**config.mk**
```make
export PLATFORM = sky130hd
export DESIGN_NAME = seg_scan_ctrl
export DESIGN_NICKNAME = d
export VERILOG_FILES = /design/src/rtl/seg_pkg.sv /design/src/rtl/hex7seg_dec.sv /design/src/rtl/seg_scan_ctrl.sv
export SDC_FILE = /design/constraint.sdc
export NUM_CORES = 1
export LEC_CHECK = 0
export CAP_MARGIN = 20
export CORE_MARGIN = 2
export CORE_UTILIZATION = 47
export CTS_CLUSTER_SIZE = 12
export DETAILED_ROUTE_END_ITERATION = 10
export PLACE_DENSITY = 0.8
export SLEW_MARGIN = 15
export SYNTH_ARGS = -nofsm -noshare
export SYNTH_HDL_FRONTEND = slang
export SYNTH_SLANG_ARGS = --single-unit
```
**constraint.sdc**
```tcl
create_clock -name clk -period 2.5 [get_ports clk]
set_input_delay 0.375 -clock clk [delete_from_list [all_inputs] [get_ports clk]]
set_output_delay 0.375 -clock clk [all_outputs]
set_load 0.02 [all_outputs]
```
**src/rtl/seg_pkg.sv**
```systemverilog
// Shared constants for the 7-segment display path: glyph width, the dark
// glyph and the hex-to-segment table. All patterns are active-high {g,f,e,d,c,b,a}.
package seg_pkg;

   localparam int GLYPH_W = 7;

   // Glyph with every segment off (active-high view).
   localparam logic [GLYPH_W-1:0] SEG_OFF = 7'b000_0000;

   // Hex digit glyphs, indexed by nibble value.
   localparam logic [GLYPH_W-1:0] HEX_GLYPH [16] = '{
      7'b0111111, // 0
      7'b0000110, // 1
      7'b1011011, // 2
      7'b1001111, // 3
      7'b1100110, // 4
      7'b1101101, // 5
      7'b1111101, // 6
      7'b0000111, // 7
      7'b1111111, // 8
      7'b1101111, // 9
      7'b1110111, // A
      7'b1111100, // b
      7'b0111001, // C
      7'b1011110, // d
      7'b1111001, // E
      7'b1110001  // F
   };

endpackage

```
**src/rtl/hex7seg_dec.sv**
```systemverilog
// Combinational hex nibble to 7-segment decoder, active-high {g..a}.
module hex7seg_dec
   import seg_pkg::*;
(
   input  logic [3:0]         nibble,
   output logic [GLYPH_W-1:0] glyph
);

   // Straight table lookup; every nibble value has a defined glyph.
   always_comb begin
      glyph = HEX_GLYPH[nibble];
   end

endmodule

```
**src/rtl/seg_scan_ctrl.sv**
```systemverilog
// Multiplexed N-digit 7-segment scan controller. One digit slot lasts
// REFRESH_DIV clocks; the first GUARD clocks of each slot keep every anode
// off so the previous digit's segments never ghost onto the new anode.
// Slot content is captured once per slot, so mid-slot input changes are
// invisible until the next time that digit comes round.
module seg_scan_ctrl
   import seg_pkg::*;
#(
   parameter int NUM_DIGITS  = 4,
   parameter int REFRESH_DIV = 100000,
   parameter int GUARD       = 16,
   parameter int BLINK_DIV   = 25000000,
   parameter int ACTIVE_LOW  = 1
) (
   input  logic                          clk,
   input  logic                          rst,
   input  logic [4*NUM_DIGITS-1:0]       digits,
   input  logic [NUM_DIGITS-1:0]         raw_en,
   input  logic [GLYPH_W*NUM_DIGITS-1:0] raw_seg,
   input  logic [NUM_DIGITS-1:0]         dp_en,
   input  logic [NUM_DIGITS-1:0]         blank,
   input  logic [NUM_DIGITS-1:0]         blink_en,
   output logic [NUM_DIGITS-1:0]         an,
   output logic [GLYPH_W-1:0]            seg,
   output logic                          dp,
   output logic                          scan_tick,
   output logic                          blink_phase
);

   localparam int PRE_W   = (REFRESH_DIV > 1) ? $clog2(REFRESH_DIV) : 1;
   localparam int IDX_W   = (NUM_DIGITS > 1) ? $clog2(NUM_DIGITS) : 1;
   localparam int BLINK_W = (BLINK_DIV > 1) ? $clog2(BLINK_DIV) : 1;
   localparam logic POL   = (ACTIVE_LOW != 0);

   // Inactive level of each output pin group, in pin polarity.
   localparam logic [NUM_DIGITS-1:0] AN_IDLE  = {NUM_DIGITS{POL}};
   localparam logic [GLYPH_W-1:0]    SEG_IDLE = {GLYPH_W{POL}};

   logic [PRE_W-1:0]      pre_cnt_q,   pre_cnt_d;
   logic [IDX_W-1:0]      idx_q,       idx_d;
   logic [BLINK_W-1:0]    blink_cnt_q, blink_cnt_d;
   logic                  blink_phase_q, blink_phase_d;
   logic                  scan_tick_q, scan_tick_d;
   logic [GLYPH_W-1:0]    glyph_q,     glyph_d;
   logic                  dp_bit_q,    dp_bit_d;
   logic                  dark_q,      dark_d;
   logic [NUM_DIGITS-1:0] an_q,        an_d;
   logic [GLYPH_W-1:0]    seg_q,       seg_d;
   logic                  dp_q,        dp_d;

   logic [3:0]            sel_nibble;
   logic [GLYPH_W-1:0]    sel_raw;
   logic                  sel_raw_en, sel_dp_en, sel_blank, sel_blink_en;
   logic [GLYPH_W-1:0]    dec_glyph;
   logic                  pre_wrap, blink_wrap, capture;
   logic [NUM_DIGITS-1:0] an_act;

   hex7seg_dec u_dec (
      .nibble (sel_nibble),
      .glyph  (dec_glyph)
   );

   // Select the per-digit inputs belonging to the slot currently scanned.
   always_comb begin
      sel_nibble   = 4'h0;
      sel_raw      = SEG_OFF;
      sel_raw_en   = 1'b0;
      sel_dp_en    = 1'b0;
      sel_blank    = 1'b0;
      sel_blink_en = 1'b0;
      for (int i = 0; i < NUM_DIGITS; i++) begin
         if (idx_q == IDX_W'(i)) begin
            sel_nibble   = digits[4*i +: 4];
            sel_raw      = raw_seg[GLYPH_W*i +: GLYPH_W];
            sel_raw_en   = raw_en[i];
            sel_dp_en    = dp_en[i];
            sel_blank    = blank[i];
            sel_blink_en = blink_en[i];
         end
      end
   end

   // Counters, slot capture and next output values.
   always_comb begin
      pre_wrap      = (pre_cnt_q == PRE_W'(REFRESH_DIV - 1));
      blink_wrap    = (blink_cnt_q == BLINK_W'(BLINK_DIV - 1));
      capture       = (pre_cnt_q == '0);

      pre_cnt_d     = pre_wrap ? '0 : pre_cnt_q + PRE_W'(1);
      idx_d         = idx_q;
      if (pre_wrap) begin
         idx_d = (idx_q == IDX_W'(NUM_DIGITS - 1)) ? '0 : idx_q + IDX_W'(1);
      end
      scan_tick_d   = pre_wrap;

      blink_cnt_d   = blink_wrap ? '0 : blink_cnt_q + BLINK_W'(1);
      blink_phase_d = blink_wrap ? ~blink_phase_q : blink_phase_q;

      // Raw pattern wins over the decoded nibble; blank wins over blink.
      glyph_d  = glyph_q;
      dp_bit_d = dp_bit_q;
      dark_d   = dark_q;
      if (capture) begin
         glyph_d  = sel_raw_en ? sel_raw : dec_glyph;
         dp_bit_d = sel_dp_en;
         dark_d   = sel_blank | (sel_blink_en & blink_phase_q);
      end

      // The output registers see the freshly captured content in the
      // capture cycle itself, so a zero guard still shows the right glyph.
      an_act = '0;
      for (int i = 0; i < NUM_DIGITS; i++) begin
         an_act[i] = (idx_q == IDX_W'(i)) && (pre_cnt_q >= PRE_W'(GUARD)) && !dark_d;
      end
      an_d  = an_act ^ AN_IDLE;
      seg_d = (dark_d ? SEG_OFF : glyph_d) ^ SEG_IDLE;
      dp_d  = (!dark_d && dp_bit_d) ^ POL;
   end

   // State and output registers; reset forces every pin inactive at once.
   always_ff @(posedge clk or posedge rst) begin
      if (rst) begin
         pre_cnt_q     <= '0;
         idx_q         <= '0;
         blink_cnt_q   <= '0;
         blink_phase_q <= 1'b0;
         scan_tick_q   <= 1'b0;
         glyph_q       <= SEG_OFF;
         dp_bit_q      <= 1'b0;
         dark_q        <= 1'b1;
         an_q          <= AN_IDLE;
         seg_q         <= SEG_IDLE;
         dp_q          <= POL;
      end else begin
         pre_cnt_q     <= pre_cnt_d;
         idx_q         <= idx_d;
         blink_cnt_q   <= blink_cnt_d;
         blink_phase_q <= blink_phase_d;
         scan_tick_q   <= scan_tick_d;
         glyph_q       <= glyph_d;
         dp_bit_q      <= dp_bit_d;
         dark_q        <= dark_d;
         an_q          <= an_d;
         seg_q         <= seg_d;
         dp_q          <= dp_d;
      end
   end

   assign an          = an_q;
   assign seg         = seg_q;
   assign dp          = dp_q;
   assign scan_tick   = scan_tick_q;
   assign blink_phase = blink_phase_q;

endmodule

```
==> results of run 1 <==
==> cell type report <==
type / count / area, sq um / share of cell area (%)
multi-input combinational: 289 / 2024 / 39.52
sequential: 67 / 1694 / 33.07
timing repair buffer: 106 / 1020 / 19.91
clock buffer: 14 / 172.7 / 3.371
tap: 102 / 127.6 / 2.491
inverter: 13 / 48.80 / 0.9526
clock inverter: 2 / 35.03 / 0.6839
==> metrics by stage <==
| step | hold slack [ps] | instances | utilization [%] | area [sq um] |
|---|---|---|---|---|
| final | 439.0 | 593 | 66.98 | 5122 |
| after global routing | 488.0 | 593 | 66.98 | 5122 |
| after CTS | 457.6 | 591 | 65.46 | 5006 |
| after detailed placement | 467.9 | 572 | 61.86 | 4731 |
| after global placement | 437.5 | 572 | 61.86 | 4731 |
| after floorplan | 426.2 | 383 | - | 3690 |
==> cells by family after synthesis <==
logic type	after synthesis	synth area share, %
buf+inv	27	3.055
compound gates	74	14.56
xor+xnor	35	8.316
flops	67	45.93
fa+ha+maj	13	4.413
mux	2	0.5431
simple gates	165	23.18
==> worst max-delay path, stage by stage (launching register included) <==
cell and delay, ps:
dfrtp_1 460, inv_2 140, ha_2 220, buf_4 140, nand3b_1 120, a211o_1 380
buf_4 210, xnor2_1 130, o21ai_0 270, o211ai_1 160, a21bo_2 250
==> routing by layer <==
metal	vias up	wire length, um
met5	-	0
met4	0	262
met1	1673	4267
met2	123	5305
li1	1576	-
met3	26	622
==> report_power, final <==
group	total (mW)	switching [mW]	internal, mW
clock network	0.943	0.401	0.542
logic	0.290	0.127	0.163
registers	1.12	0.00899	1.11
==> how the worst max path moves through the flow <==
stage / start / endpoint / slack [ps] / depth (start not counted)
global placement: digits[9] / seg[5]$_DFF_PP1_ / -60 / 12
finish: idx_q[1]$_DFFE_PP0P_ / seg[0]$_DFF_PP1_ / -50 / 10
detailed placement: digits[9] / seg[5]$_DFF_PP1_ / -170 / 12
floorplan: idx_q[0]$_DFFE_PP0P_ / seg[3]$_DFF_PP1_ / 30 / 12
global route: idx_q[1]$_DFFE_PP0P_ / seg[3]$_DFF_PP1_ / -130 / 12
CTS: idx_q[0]$_DFFE_PP0P_ / seg[5]$_DFF_PP1_ / 2 / 13
==> Yosys cell counts, types with 8 or more instances <==
library cell	count
a21oi_1	12
xor2_1	18
nand2_1	47
ha_1	13
a221oi_1	8
xnor2_1	17
dfrtp_1	54
and3_1	9
inv_1	13
nor2b_1	11
nand3_1	18
nor2_1	33
o21ai_0	12
dfstp_2	13
nand4_1	9
==> registers in the layout, indices dropped and copies added, names as in the netlist <==
name / cells
seg: 7
dark_q: 1
blink_phase: 1
blink_cnt_q: 25
glyph_q: 7
dp_bit_q: 1
pre_cnt_q: 17
an: 4
idx_q: 2
scan_tick: 1
dp: 1
==> timing repair <==
item	4_1_cts	5_1_grt
endpoints found under the hold margin	0	0
buffers inserted	3	2
endpoints found under the setup margin	6	14
hold buffers	0	0
pin swaps	4	6
gates resized for setup	15	22
gates cloned	0	0
==> impl_results.md, run 1 <==
- Startpoint Class: flip-flop
- Final GP Congestion: roughly 0.97
- Wire per inst: between 15 and 20 um
- Die height: between 90 and 100 um
- Htree depth: 3
- Busiest grt layer: met2
- Final setup TNS: -94.20 ps
- Nets: about 560
- Seq cells post-synth: 67
- Vias in the first global route: between 3,000 and 4,000
- Worst rel slew slack: between 50 and 60%
- Worst path required time: 2770 ps
- DPL Wire Length: 7.181 mm
- Synth top area cells: dfrtp_1 (37%), dfstp_2 (9.3%), nand2_1 (4.8%), ha_1 (4.4%), xor2_1 (4.3%)
- RSZ-0062 raised after global routing: yes
- Clock buffer depth: 2
- Largest net degree at the start of global routing: 29
- Synth area leader: dfrtp_1
- Post-synth EDFFs: 0
- Max_cap viols: 0
- Syn_nets: between 400 and 500
- Commonest non-fill, non-tap cell in the layout: clkdlybuf4s50_1
- Top_reg_cell synth: dfrtp_1
- Initial DRC count: 237
- Hold Fails Final Rpt: 0
- Yosys warnings: 0
- Synthesis-to-layout area growth: 38.97%
- Core Area: 0.007647 sq mm
- Commonest cells after routing, fill and taps aside: clkdlybuf4s50_1 (75), dfrtp_1 (53), nand2_1 (47)
- Failing checks: negative setup slack
- Cell Pwr Density: 460.0 mW/mm^2
- Tcrit/Tclk final: 101.9%
- Clock Pin Slew Worst Setup and Hold Paths: roughly 70 ps
- Vias per std cell: 5.730
- Worst reg2reg setup slack: -50 ps
- Die width: around 93 um
- Initial antenna violation count: 0
- Routed Antenna Nets: 0
- Post-Syn Instances: ~380
- # IOs: 76
- Clock Latency Late Sink: around 350 ps
- Setup Skew: about 12 ps
- Clock sink count: between 60 and 70
- Yosys cell types: 53
- Layout cells sized above 1: between 10% and 20%
- Worst R2R End: seg[0]$_DFF_PP1_
- Nature of the critical path endpoint: flip-flop
- Worst Max-Slew Pin Slew: 656.9 ps
- Initial Utilization: about half
- # fillers: roughly 570
- GRT Util Overall: a little under a quarter
- CP max FO: 9
- Mapped cell area: around 0.0037 sq mm
- Grt total ovfl: 0
- FFs w/ async S/R, synth: 100.0%
- Syn avg cell area: a little under 10 sq um
- Total CTS buffers: 9
- Vias: between 3,000 and 4,000
- Rows: 32
- Met1 usage: a little under a third
- Register area share after synthesis: a little under half
- PortBufs: 75
- Tmin final: roughly 2500 ps
- Power, Total: 2.357 mW
- Leak: around 2.2 nW
- Met3 usage: approximately 5%
- Reg2reg start: idx_q[1]$_DFFE_PP0P_
- Status: finished with violations
- Setup ws final: -48.45 ps
- HP Class: in -> async
- Worst IR drop on VDD: 0.2929 mV
- Grt met2 use: 40.57%
- Full die area: roughly 0.0086 sq mm
- Detailed Route WL: ~10 mm
- Root buffer cell: clkbuf_8
- Final setup viols: 2
- First-pass DRT Iterations: 4
- FMAX: 392.4 MHz
- First-pass GRT wire length: 16.22 mm
- CP Class: reg -> reg
- Worst EP arrival: ~2800 ps
- DRC: 0
- Antenna diodes: 0
- Dpl ws: -170.3 ps
- Slew Limit Fails: 0
- CTS tree: yes
- R2R cell count: 10
- Synth top area share: a little over a third
(Power assumes the default switching activity.)
==> inputs of run 2 (changes only) <==
Settings changed: SLEW_MARGIN 15 to 5.
==> results of run 2 <==
Same layout as run 1: the final DEF is identical, and so are final timing and power.
==> inputs of run 3 (changes only) <==
Settings changed: CORE_UTILIZATION 47 to 48, SYNTH_HIERARCHICAL set to 1.
==> run 3 against run 2 <==
  * The run still ends with negative setup slack left
  * Global-route usage barely moved
  * Combinational power rose by 24%
  * Via count rose by 6.2%
  * Non-clock buffer count rose by 22
  * Clock power fell by 5.5%
  * Synthesized area rose by 9.3%
  * Clock-buffer cell count fell by 2
  * First-iteration DRC count fell by 35%
  * Cell count rose by 5.9%
  * Utilization rose by 3.3 points
  * Hold slack got worse by 96 ps
  * Critical path type unchanged
  * Highest routed layer unchanged
==> impl_results.md, run 3 <==
- Full die area: approximately 0.0091 sq mm
- Mapped cell area: 0.004028 sq mm
- GRT Util Overall: 23.88%
- Vias in the first global route: approximately 3,600
- Vias: between 3,000 and 4,000
- Biggest regs: blink_cnt_q: 25 flops, pre_cnt_q: 17 flops
- Initial DRC count: 153
- Worst IR drop on VDD: 0.3100 mV
- Detailed Route WL: roughly 11 mm
- Vias per std cell: approximately 5.7
- Routed Antenna Nets: 0
- Clock Latency Late Sink: between 300 and 400 ps
- Initial Utilization: 49.27%
- # IOs: 76
- Hold Fails Final Rpt: 0
- Tmin final: 3074 ps
- Rows: 33
- RSZ-0062 raised after global routing: yes
- Dpl ws: -624.1 ps
- Post-Syn Instances: about 400
- Initial antenna violation count: 0
- Status: finished with violations
- FFs w/ async S/R, synth: 100.0%
- Clock Pin Slew Worst Setup and Hold Paths: roughly 80 ps
- Wire per inst: around 17 um
- PortBufs: 75
- Worst reg2reg setup slack: -570 ps
- Synth top area share: approximately a third
- Max_cap viols: 0
- Total CTS buffers: 9
- Fin cells: roughly 630
- Final setup TNS: -6140 ps
- Yosys warnings: 6
- Worst-case hold slack: around 340 ps
- Post-synth EDFFs: 0
- Die height: between 90 and 100 um
- Clock sink count: 67
- CP Class: reg -> reg
- Reg2reg start: idx_q[0]$_DFFE_PP0P_
- DPL Wire Length: 7.428 mm
- CP max FO: 5
- Antenna diodes: 0
- Clock buffer depth: 2
- # placed instances: 589
- Crit path cell chain: inv_2 > ha_4 > nor2b_4 > buf_6 > a221oi_4 > o31ai_4 > ha_2 > buf_4 > buf_6 > mux2i_1 > mux2_4 > mux2i_1 > o2bb2ai_1 > a221o_1 > mux2_2
- FMAX: 325.3 MHz
- Yosys cell types: 53
- First-pass GRT wire length: 16.91 mm
- Leak: between 2 and 2.5 nW
- Commonest non-fill, non-tap cell in the layout: clkdlybuf4s50_1
- Routed met2 length: 5.353 mm
- DRC: 0
- Register area share after synthesis: 42.03%
- Setup ws final: -574.3 ps
- Core Area: 0.008175 sq mm
- Final setup viols: 14
- Startpoint Class: flip-flop
- Commonest cells after routing, fill and taps aside: clkdlybuf4s50_1 (75), dfrtp_1 (53), buf_4 (43)
- Max incr delay on CP: approximately 440 ps
- Cell Pwr Density: just over 400 mW/mm^2
- Worst EP arrival: approximately 3300 ps
- Uppermost layer routed: met4
- Nature of the critical path endpoint: flip-flop
- Critical path's slowest cell: dfrtp_2
- Die width: ~96 um
- Tcrit/Tclk final: 123.0%
- Largest net degree at the start of global routing: 50
- Grt total ovfl: 0
- Max FFs per register: 25
- Power, Total: roughly 2.4 mW
- Post-synth top cells: dfrtp_1 (54), nand2_1 (29), a21oi_1 (26), nor2_1 (22), inv_1 (19)
- Synthesis-to-layout area growth: 42.59%
- Most frequent cell after synthesis: dfrtp_1
- Reg with most FFs: blink_cnt_q
- R2R cell count: 15
- Seq cells post-synth: 67
- Layout cells sized above 1: between 20% and 30%
- Worst R2R End: glyph_q[0]$_DFF_PP0_
- Final GP Congestion: roughly 0.8
- Hold_buf cts: 0
- # fillers: 556
- Failing checks: negative setup slack
- Nets: 594
- Root buffer cell: clkbuf_8
- DR WL met3: 368 um
- Synth top area cells: dfrtp_1 (34%), dfstp_2 (8.5%), ha_1 (4.3%), xor2_1 (3.7%), mux2_2 (3.4%)
- CTS tree: yes
- DP Area: just over 0.005 sq mm
- Slew Limit Fails: 0
- Htree depth: 3
- Post-route design area: approximately 0.0057 sq mm
- Worst rel slew slack: approximately 64%
- First-pass DRT Iterations: 4
- Synth area leader: dfrtp_1
- Top_reg_cell synth: dfrtp_1
- Met1 WL: about 4.8 mm
- Setup Skew: between 10 and 15 ps
- HP Class: in -> async
- Worst path required time: between 2000 and 3000 ps
- Core Util, Final: between 70% and 80%
- Syn_nets: around 480
- Worst Max-Slew Pin Slew: between 500 and 600 ps
- Syn avg cell area: between 10 and 15 sq um
## run 3: changes by cell type after synthesis, sizes merged, moves of 6 or more
cell and change:
a21oi +14, a32oi +9, and3 -9, inv +6, mux2 +13, mux2i +8, nand2 -18, nand3 -6
nand4 +6, nor2 -10, xnor2 -6
## run 3: cell type report
cell class | count | area (sq um) | area share (%)
sequential | 67 | 1694 | 29.50
tap | 105 | 131.4 | 2.288
inverter | 20 | 75.07 | 1.307
multi-input combinational | 292 | 2455 | 42.75
clock inverter | 4 | 50.05 | 0.8715
clock buffer | 12 | 145.1 | 2.527
timing repair buffer | 128 | 1192 | 20.76
## run 3: worst max-delay path by stage
stage               cells after the start  slack [ps]                   end                 start
floorplan                              14        -570  glyph_q[3]$_DFF_PP0_  idx_q[0]$_DFFE_PP0P_
global placement                       11        -470  glyph_q[3]$_DFF_PP0_             digits[5]
detailed placement                     14        -620  glyph_q[3]$_DFF_PP0_  idx_q[0]$_DFFE_PP0P_
CTS                                    13        -520  glyph_q[3]$_DFF_PP0_  idx_q[0]$_DFFE_PP0P_
global route                           14        -700  glyph_q[4]$_DFF_PP0_  idx_q[1]$_DFFE_PP0P_
finish                                 15        -570  glyph_q[0]$_DFF_PP0_  idx_q[0]$_DFFE_PP0P_
## run 3: cell families (layout without fill, tap and decap cells)
group	Yosys count	count (layout)	synth area share, %
AO/OA/AOI/OAI	84	84	15.56
XOR/XNOR	28	28	6.089
adder cells (fa/ha/maj)	14	14	4.349
buffers and inverters	40	164	4.411
flip-flops	67	67	42.03
multiplexers	24	24	6.866
AND/OR/NAND/NOR	142	142	20.69
## run 3: metal layers
layer	GRT usage, %	vias up
met5	0	-
met4	8.095	0
met3	4.190	14
met2	39.57	85
met1	31.58	1810
li1	-	1699
## run 3: power by group
part	internal [mW]	switching (mW)	total, mW	leakage, nW
combinational	0.211	0.149	0.360	1.43
clock	0.487	0.404	0.891	0.0926
sequential	1.11	0.0103	1.12	0.841
total	1.81	0.563	2.38	2.37
## run 3: worst max-delay path: cells and delay by family (launching register included)
family,cells,cell delay (ps)
AO/OA/AOI/OAI,4,760
AND/OR/NAND/NOR,1,130
flip-flops,1,440
buffers and inverters,4,420
multiplexers,4,760
adder cells (fa/ha/maj),2,420
## run 3: repair_timing
| item | CTS | global route |
|---|---|---|
| pin swaps | 10 | 12 |
| setup endpoints to repair | 14 | 14 |
| gates cloned | 0 | 2 |
| buffers inserted | 11 | 10 |
| gates resized for setup | 23 | 20 |
